**src/rtl/oam_dma_ctrl.sv**
```systemverilog
// OAM DMA controller: a CPU write to TRIG_ADDR halts the CPU and copies one
// 256-byte page {page,00..FF} into the PPU OAM data port, one read then one
// write per byte, and then hands the bus back to the CPU.
module oam_dma_ctrl #(
  parameter logic [15:0] TRIG_ADDR = 16'h4014,
  parameter logic [15:0] OAM_ADDR  = 16'h2004
) (
  input  logic        clk,
  input  logic        rst,
  input  logic [15:0] cpu_addr,
  input  logic [7:0]  cpu_dout,
  input  logic        cpu_wr,
  input  logic [7:0]  mem_rd_data,
  output logic [15:0] mem_addr,
  output logic [7:0]  mem_din,
  output logic        mem_wr,
  output logic        cpu_rdy,
  output logic        dma_active
);

  typedef enum logic [1:0] {
    IDLE  = 2'd0,
    READ  = 2'd1,
    WRITE = 2'd2
  } state_t;

  state_t      r_state;
  state_t      w_next;
  logic [7:0]  r_page;
  logic [7:0]  r_idx;
  logic        w_trig;

  // Trigger only recognised while idle; CPU inputs are ignored mid-transfer.
  assign w_trig = (r_state == IDLE) && cpu_wr && (cpu_addr == TRIG_ADDR);

  // State register.
  always_ff @(posedge clk) begin
    if (rst) begin
      r_state <= IDLE;
    end else begin
      r_state <= w_next;
    end
  end

  // Page latch and byte index; idx stops at FF so the copy never wraps.
  always_ff @(posedge clk) begin
    if (rst) begin
      r_page <= '0;
      r_idx  <= '0;
    end else if (w_trig) begin
      r_page <= cpu_dout;
      r_idx  <= '0;
    end else if ((r_state == WRITE) && (r_idx != 8'hFF)) begin
      r_idx  <= r_idx + 8'd1;
    end
  end

  // Next state and bus mux: CPU pass-through when idle, DMA drives otherwise.
  always_comb begin
    w_next     = r_state;
    mem_addr   = cpu_addr;
    mem_din    = cpu_dout;
    mem_wr     = cpu_wr;
    cpu_rdy    = 1'b1;
    dma_active = 1'b0;
    unique case (r_state)
      IDLE: begin
        if (w_trig) begin
          w_next = READ;
        end
      end
      READ: begin
        mem_addr   = {r_page, r_idx};
        mem_din    = 8'h00;
        mem_wr     = 1'b0;
        cpu_rdy    = 1'b0;
        dma_active = 1'b1;
        w_next     = WRITE;
      end
      WRITE: begin
        // Read data for {page,idx} arrives this cycle; forward it directly.
        mem_addr   = OAM_ADDR;
        mem_din    = mem_rd_data;
        mem_wr     = 1'b1;
        cpu_rdy    = 1'b0;
        dma_active = 1'b1;
        w_next     = (r_idx == 8'hFF) ? IDLE : READ;
      end
      default: begin
        w_next = IDLE;
      end
    endcase
  end

endmodule

```
**config.mk**
```make
export PLATFORM = sky130hd
export DESIGN_NAME = oam_dma_ctrl
export DESIGN_NICKNAME = d
export VERILOG_FILES = /design/src/rtl/oam_dma_ctrl.sv
export SDC_FILE = /design/constraint.sdc
export NUM_CORES = 1
export LEC_CHECK = 0
export ABC_AREA = 1
export CAP_MARGIN = 20
export CORE_MARGIN = 2
export CORE_UTILIZATION = 44
export CTS_CLUSTER_DIAMETER = 100
export DETAILED_ROUTE_END_ITERATION = 10
export PLACE_DENSITY_LB_ADDON = 0.1
export RECOVER_POWER = 50
export SLEW_MARGIN = 20
export SYNTH_ARGS = -nofsm -noshare
export SYNTH_HDL_FRONTEND = slang
export SYNTH_SLANG_ARGS = --single-unit
```
**constraint.sdc**
```tcl
create_clock -name clk -period 3.04 [get_ports clk]
set_clock_uncertainty 0.1 [all_clocks]
set_input_delay 0.608 -clock clk [delete_from_list [all_inputs] [get_ports clk]]
set_output_delay 0.608 -clock clk [all_outputs]
set_load 0.05 [all_outputs]
```
==> key figures, run 1 <==
Yosys
  – Synth area leader: dfxtp_1
  – Dominant cells by area after synthesis: dfxtp_1 28%, nand2_1 16%, nand3_1 10%, nor2_1 8.6%, inv_1 6.1%
  – Top_reg_cell synth: dfxtp_1
  – Synth cell count leaders: 55 x nand2_1, 30 x nor2_1, 26 x nand3_1
  – FFs w/ async S/R, synth: 0%
  – Most common cell in the netlist: nand2_1
  – Mapped Cells: 210
  – Synthesized Nets: 251
  – EDFF count, synth: 0
  – Netlist cell types: 29
  – Register area share after synthesis: 27.67%
  – Synth Register Bits: 18
  – Post-synthesis cell area: 1302 um^2
  – YS warnings: 0
  – Avg Inst Size Synth: 6.202 um^2
  – Post-synth top area share: 27.67%

Min path
  – HP Start: r_page[4]$_SDFFE_PP0P_
  – Min-Delay Path Class: reg -> reg
  – Worst hold stages: 2
  – Hold EP: r_page[4]$_SDFFE_PP0P_

Global routing
  – Largest net degree at the start of global routing: 18
  – First-pass GRT wire length: 6003 um
  – GRT Resource Usage Total: 22.63%
  – Vias in the first global route: 1,357
  – Grt total ovfl: 0
  – Initial antenna violation count: 0

Worst setup path
  – Maximum fanout along the worst path: 17
  – Critical path data arrival time: 2.01 ns
  – R2R cell count: 7
  – Type of the worst setup path: reg -> out
  – Reg2reg start: r_state[0]$_SDFFE_PP0P_
  – Startpoint Class: flip-flop
  – Worst reg2reg setup slack: 0.96 ns
  – Crit. End Element: output pin
  – Required @ worst endpoint: 2.33 ns
  – Reg2reg end: r_idx[2]$_SDFFE_PP0P_

Floorplanning
  – I/O pin count: 62
  – Chip Width: 58.41 um
  – Core area: 2781 um^2
  – Core Rows: 19
  – Die Ht: 58.41 um
  – Die area: 3411 um^2
  – Initial Util: 46.83%

Cells and area
  – Syn-to-layout area delta: 47.74%
  – Area used by multi-input combinational logic: 779.5 um^2
  – Register Area: 360.3 um^2
  – Utilization after layout: 69.19%
  – Final #Nets: 312
  – FILL cells: 253
  – Fraction of layout instances using a drive strength above 1: 15.19%
  – Inserted Diodes: 0

Routing
  – DRC violations left: 0
  – Via Count: 1,514
  – Starting DRT DRC Count: 67
  – Vias per cell: 5.030
  – Final WL: 3553 um
  – Post-route ant nets: 0
  – Drt pass-1 iters: 4
  – Avg WL per Cell: 11.80 um

CTS
  – CTS Sinks: 18
  – Resize count post-CTS: 0
  – TritonCTS clock tree: done
  – Hold buffer count at CTS: 0
  – Clock latency on the worst-skew pair: 0.30 ns
  – Worst-path clk slew: 0.11 ns
  – Root Buffer: clkbuf_4
  – CTS HTree Levels: 1
  – Setup Buffers After CTS: 0
  – Clock buffer count from CTS: 3
  – Clk buf depth: 2

Timing
  – Final Hold Fails: 0
  – Rel. slew slack: 60.80%
  – RSZ-0062 raised after global routing: no
  – Slew @ Worst Pin: 0.5906 ns
  – Final slew viol count: 0
  – Period minus WS final: 2.721 ns
  – Final setup viols: 0
  – FMAX: 0.3675 GHz
  – Hold WS: 0.3939 ns
  – Period utilisation layout: 89.51%

Flow run
  – Maxcap violations: 0

Power and ir drop
  – Total power: 0.001902 W
  – Switching fraction of total power: 58.87%
  – Clock Power Share: 7.9%
  – Comb power frac: 78.0%
  – Sequential share of power: 14.1%
  – Pwr Density: 988.3 nW/um^2
  – Switching pwr: 0.001120 W
  – P_int: 0.0007823 W
  – Leak: 0.8616 nW
  – Max IR drop VDD: 942.5 uV

Placement
  – Routability Congestion: 0.8003
  – Post-detail-place hpwl: 2816 um
  – PortBufs: 61

Status
  – Status: complete, no violations
==> final cells by class <==
class,count,share of cell area [%]
Multi-Input combinational cell,160,40.51
Timing Repair Buffer,64,32.05
Sequential cell,18,18.73
Inverter,24,4.811
Tap cell,31,2.016
Clock buffer,4,1.886
==> layout by cell type (no fill, tap or decap), types with 2 or more instances in the layout <==
| cell | count |
|---|---|
| nand2_1 | 56 |
| clkdlybuf4s50_1 | 33 |
| nor2_1 | 30 |
| nand3_1 | 26 |
| inv_1 | 22 |
| buf_4 | 22 |
| dfxtp_1 | 18 |
| o21ai_1 | 11 |
| ha_1 | 6 |
| o21ai_0 | 5 |
| a21oi_1 | 5 |
| buf_12 | 5 |
| nor3_1 | 4 |
| o22ai_1 | 3 |
| nor2_2 | 3 |
| nand2_2 | 3 |
| clkbuf_4 | 3 |
| clkbuf_1 | 3 |
| nor2_4 | 2 |
| nand4_1 | 2 |
==> cell families after synthesis <==
family / after synthesis / share of synthesized area [%]
XOR/XNOR: 1 / 0.6726
flip-flops: 18 / 27.67
AO/OA/AOI/OAI: 25 / 10.37
adder cells (fa/ha/maj): 6 / 5.764
AND/OR/NAND/NOR: 128 / 44.28
buffers and inverters: 32 / 11.24
==> stage by stage <==
stage          setup TNS (ns)  instances  area (um^2)  setup slack, ns
2_1_floorplan         -0.4792        210         1303          -0.1597
3_3_place_gp                0        297         1941           0.7001
3_5_place_dp                0        297         1941           0.6762
4_1_cts                     0        301         1977           0.3233
5_1_grt                     0        301         1924           0.1607
6_report                    0        301         1924           0.3188
==> power groups by stage <==
| stage | clock network, W | logic [W] | registers (W) |
|---|---|---|---|
| after CTS | 0.000153 | 0.00155 | 0.000268 |
| after detailed placement | 0 | 0.00154 | 0.000274 |
| after floorplan | 0 | 0.00102 | 0.000269 |
| after global routing | 0.000169 | 0.00157 | 0.000270 |
| after global placement | 0 | 0.00154 | 0.000273 |
| final | 0.000150 | 0.00148 | 0.000268 |
==> worst max path at each step <==
stage | slack, ns | cells after the start | startpoint | end
2_1_floorplan | -0.16 | 5 | r_state[0]$_SDFFE_PP0P_ | mem_addr[15]
3_3_place_gp | 0.70 | 4 | cpu_addr[1] | mem_addr[1]
3_5_place_dp | 0.68 | 8 | r_state[0]$_SDFFE_PP0P_ | mem_addr[13]
4_1_cts | 0.32 | 8 | r_state[0]$_SDFFE_PP0P_ | mem_addr[13]
5_1_grt | 0.16 | 8 | r_state[0]$_SDFFE_PP0P_ | mem_addr[13]
6_report | 0.32 | 6 | r_state[0]$_SDFFE_PP0P_ | mem_addr[6]
==> routing by layer <==
metal | part of all wire, % | routed length [um] | vias up | GRT usage (%)
met5 | 0 | 0 | - | 0
met4 | 0.42 | 15 | 0 | 4.983
met3 | 6.0 | 213 | 2 | 4.835
met2 | 47 | 1665 | 45 | 38.20
met1 | 47 | 1659 | 681 | 29.64
li1 | - | - | 786 | -
==> critical path, cell delays in order, from the launching register on <==
cell,delay [ns]
dfxtp_1,0.43
inv_1,0.09
ha_1,0.30
buf_4,0.22
nand2_1,0.19
o22ai_1,0.30
buf_12,0.18
==> registers in the layout (all words and copies together) (netlist names) <==
register,cells
r_idx,8
r_page,8
r_state,2
Note: power is estimated with default switching activity, not from simulation.
==> inputs of run 2 (changes only) <==
MAX_ROUTING_LAYER = met4   (was not set)
==> run 2 against run 1 <==
Net effect: first-iteration DRC count is 12% lower; flip-flop and latch count unchanged; sequential power is essentially flat; critical path depth up 2; clock power about the same; via count shrank 0.40%; clock-buffer cell count unchanged; core utilization is the same; combinational power about the same; total power is 0.11% higher; routed wire length grew 0.14%; largest cell class unchanged.
==> key figures, run 2 (synthesized netlist as in run 1, its figures left out) <==
Timing
  – Rel. slew slack: 60.80%
  – FMAX: 0.3667 GHz
  – Final setup viols: 0
  – RSZ-0062 raised after global routing: no
  – Slew @ Worst Pin: 0.5906 ns
  – Period minus WS final: 2.727 ns
  – Final slew viol count: 0
  – Period utilisation layout: 89.71%
  – Setup WS post-layout: 0.3129 ns
  – Final Hold Fails: 0

Cells and area
  – Syn-to-layout area delta: 47.74%
  – Fin cells: 301
  – Final #Nets: 312
  – Leading cell type in the layout, fill and taps excluded: nand2_1
  – Fraction of layout instances using a drive strength above 1: 15.19%
  – Final Instance Area: 1924 um^2
  – Biggest regs: r_idx x8, r_page x8, r_state x2
  – Inserted Diodes: 0
  – Most frequent cells in the layout: 56 x nand2_1, 33 x clkdlybuf4s50_1, 30 x nor2_1, 26 x nand3_1
  – FILL cells: 253
  – Utilization after layout: 69.19%

Placement
  – Routability Congestion: 0.8119
  – Pre-CTS setup slack: 0.6762 ns
  – DP Cell Count: 297
  – PortBufs: 61
  – Cell Area, Placed: 1941 um^2
  – Post-detail-place hpwl: 2816 um

CTS
  – TritonCTS clock tree: done
  – Hold buffer count at CTS: 0
  – Setup Buffers After CTS: 0
  – CTS Sinks: 18
  – Clk buf depth: 2
  – Clock latency on the worst-skew pair: 0.31 ns
  – Clock buffer count from CTS: 3
  – Worst-path clk slew: 0.11 ns
  – Root Buffer: clkbuf_4
  – Resize count post-CTS: 0
  – CTS HTree Levels: 1

Global routing
  – Grt total ovfl: 0
  – Initial antenna violation count: 0
  – Vias in the first global route: 1,358
  – GRT Resource Usage Total: 23.31%
  – Largest net degree at the start of global routing: 18
  – First-pass GRT wire length: 6003 um

Routing
  – Post-route ant nets: 0
  – Final WL: 3558 um
  – Avg WL per Cell: 11.82 um
  – Starting DRT DRC Count: 59
  – DRC violations left: 0
  – Via Count: 1,508
  – Drt pass-1 iters: 5
  – Vias per cell: 5.010

Worst setup path
  – CP cell instances: inv_1 -> ha_1 -> buf_4 -> clkinv_1 -> buf_4 -> nand2_1 -> nand3_1 -> buf_4
  – Slowest-stage cell, CP: dfxtp_1
  – Most common cell type on the critical path: buf_4
  – Maximum fanout along the worst path: 17
  – Type of the worst setup path: reg -> out
  – CP max stage delay: 0.43 ns
  – Required @ worst endpoint: 2.33 ns
  – Critical path data arrival time: 2.02 ns
  – Startpoint Class: flip-flop
  – Crit. End Element: output pin

Power and ir drop
  – Max IR drop VDD: 943.3 uV
  – Pwr Density: 989.4 nW/um^2
  – Leak: 0.8616 nW

Flow run
  – Maxcap violations: 0

Floorplanning
  – Core area: 2781 um^2
  – Initial Util: 46.83%
  – Die area: 3411 um^2
  – Core Rows: 19
  – I/O pin count: 62
  – Die Ht: 58.41 um
  – Chip Width: 58.41 um

Status
  – Status: complete, no violations

Min path
  – Min-Delay Path Class: reg -> reg
[run 2: layout make-up]
class / instances / area, um^2 / share of cell area (%)
inverter: 24 / 92.59 / 4.811
timing repair buffer: 64 / 616.8 / 32.05
tap: 31 / 38.79 / 2.016
clock buffer: 4 / 36.28 / 1.886
sequential: 18 / 360.3 / 18.73
multi-input combinational: 160 / 779.5 / 40.51
[run 2: worst paths after layout]
kind	from	endpoint	slack, ns	cells past startpoint
worst max-delay path	r_state[0]$_SDFFE_PP0P_	mem_addr[13]	0.31	8
worst min-delay path	r_page[4]$_SDFFE_PP0P_	r_page[4]$_SDFFE_PP0P_	0.39	2
worst max register to register	r_state[0]$_SDFFE_PP0P_	r_idx[2]$_SDFFE_PP0P_	0.96	7
worst min register to register	r_page[4]$_SDFFE_PP0P_	r_page[4]$_SDFFE_PP0P_	0.39	2
[run 2: through the flow]
stage | total power [W] | setup TNS (ns) | hold WS (ns)
after floorplan | 0.001292 | -0.4792 | 0.3546
after global placement | 0.001811 | 0 | 0.3636
after detailed placement | 0.001816 | 0 | 0.3708
after CTS | 0.001969 | 0 | 0.3954
after global routing | 0.002011 | 0 | 0.4132
final | 0.001904 | 0 | 0.3939
[run 2: metal layers]
layer | GRT usage, % | vias up | routed length [um] | share of wire, %
met5 | - | - | 0 | 0
met4 | 4.983 | 0 | 28 | 0.79
met3 | 4.615 | 4 | 205 | 5.8
met2 | 38.20 | 40 | 1660 | 47
met1 | 29.78 | 678 | 1663 | 47
li1 | - | 786 | - | -
[run 2: report_power, final]
part | total (W) | internal (W) | leakage (nW) | switching (W)
Clock | 0.000152 | 0.0000732 | 0.0210 | 0.0000789
Combinational | 0.00148 | 0.000458 | 0.695 | 0.00103
Sequential | 0.000268 | 0.000252 | 0.145 | 0.0000164
[run 2: worst max-delay path: cells and delay by family, from the launching register on]
kind	cells	cell delay, ns
fa+ha+maj	1	0.30
buf+inv	5	0.84
flops	1	0.43
simple gates	2	0.14
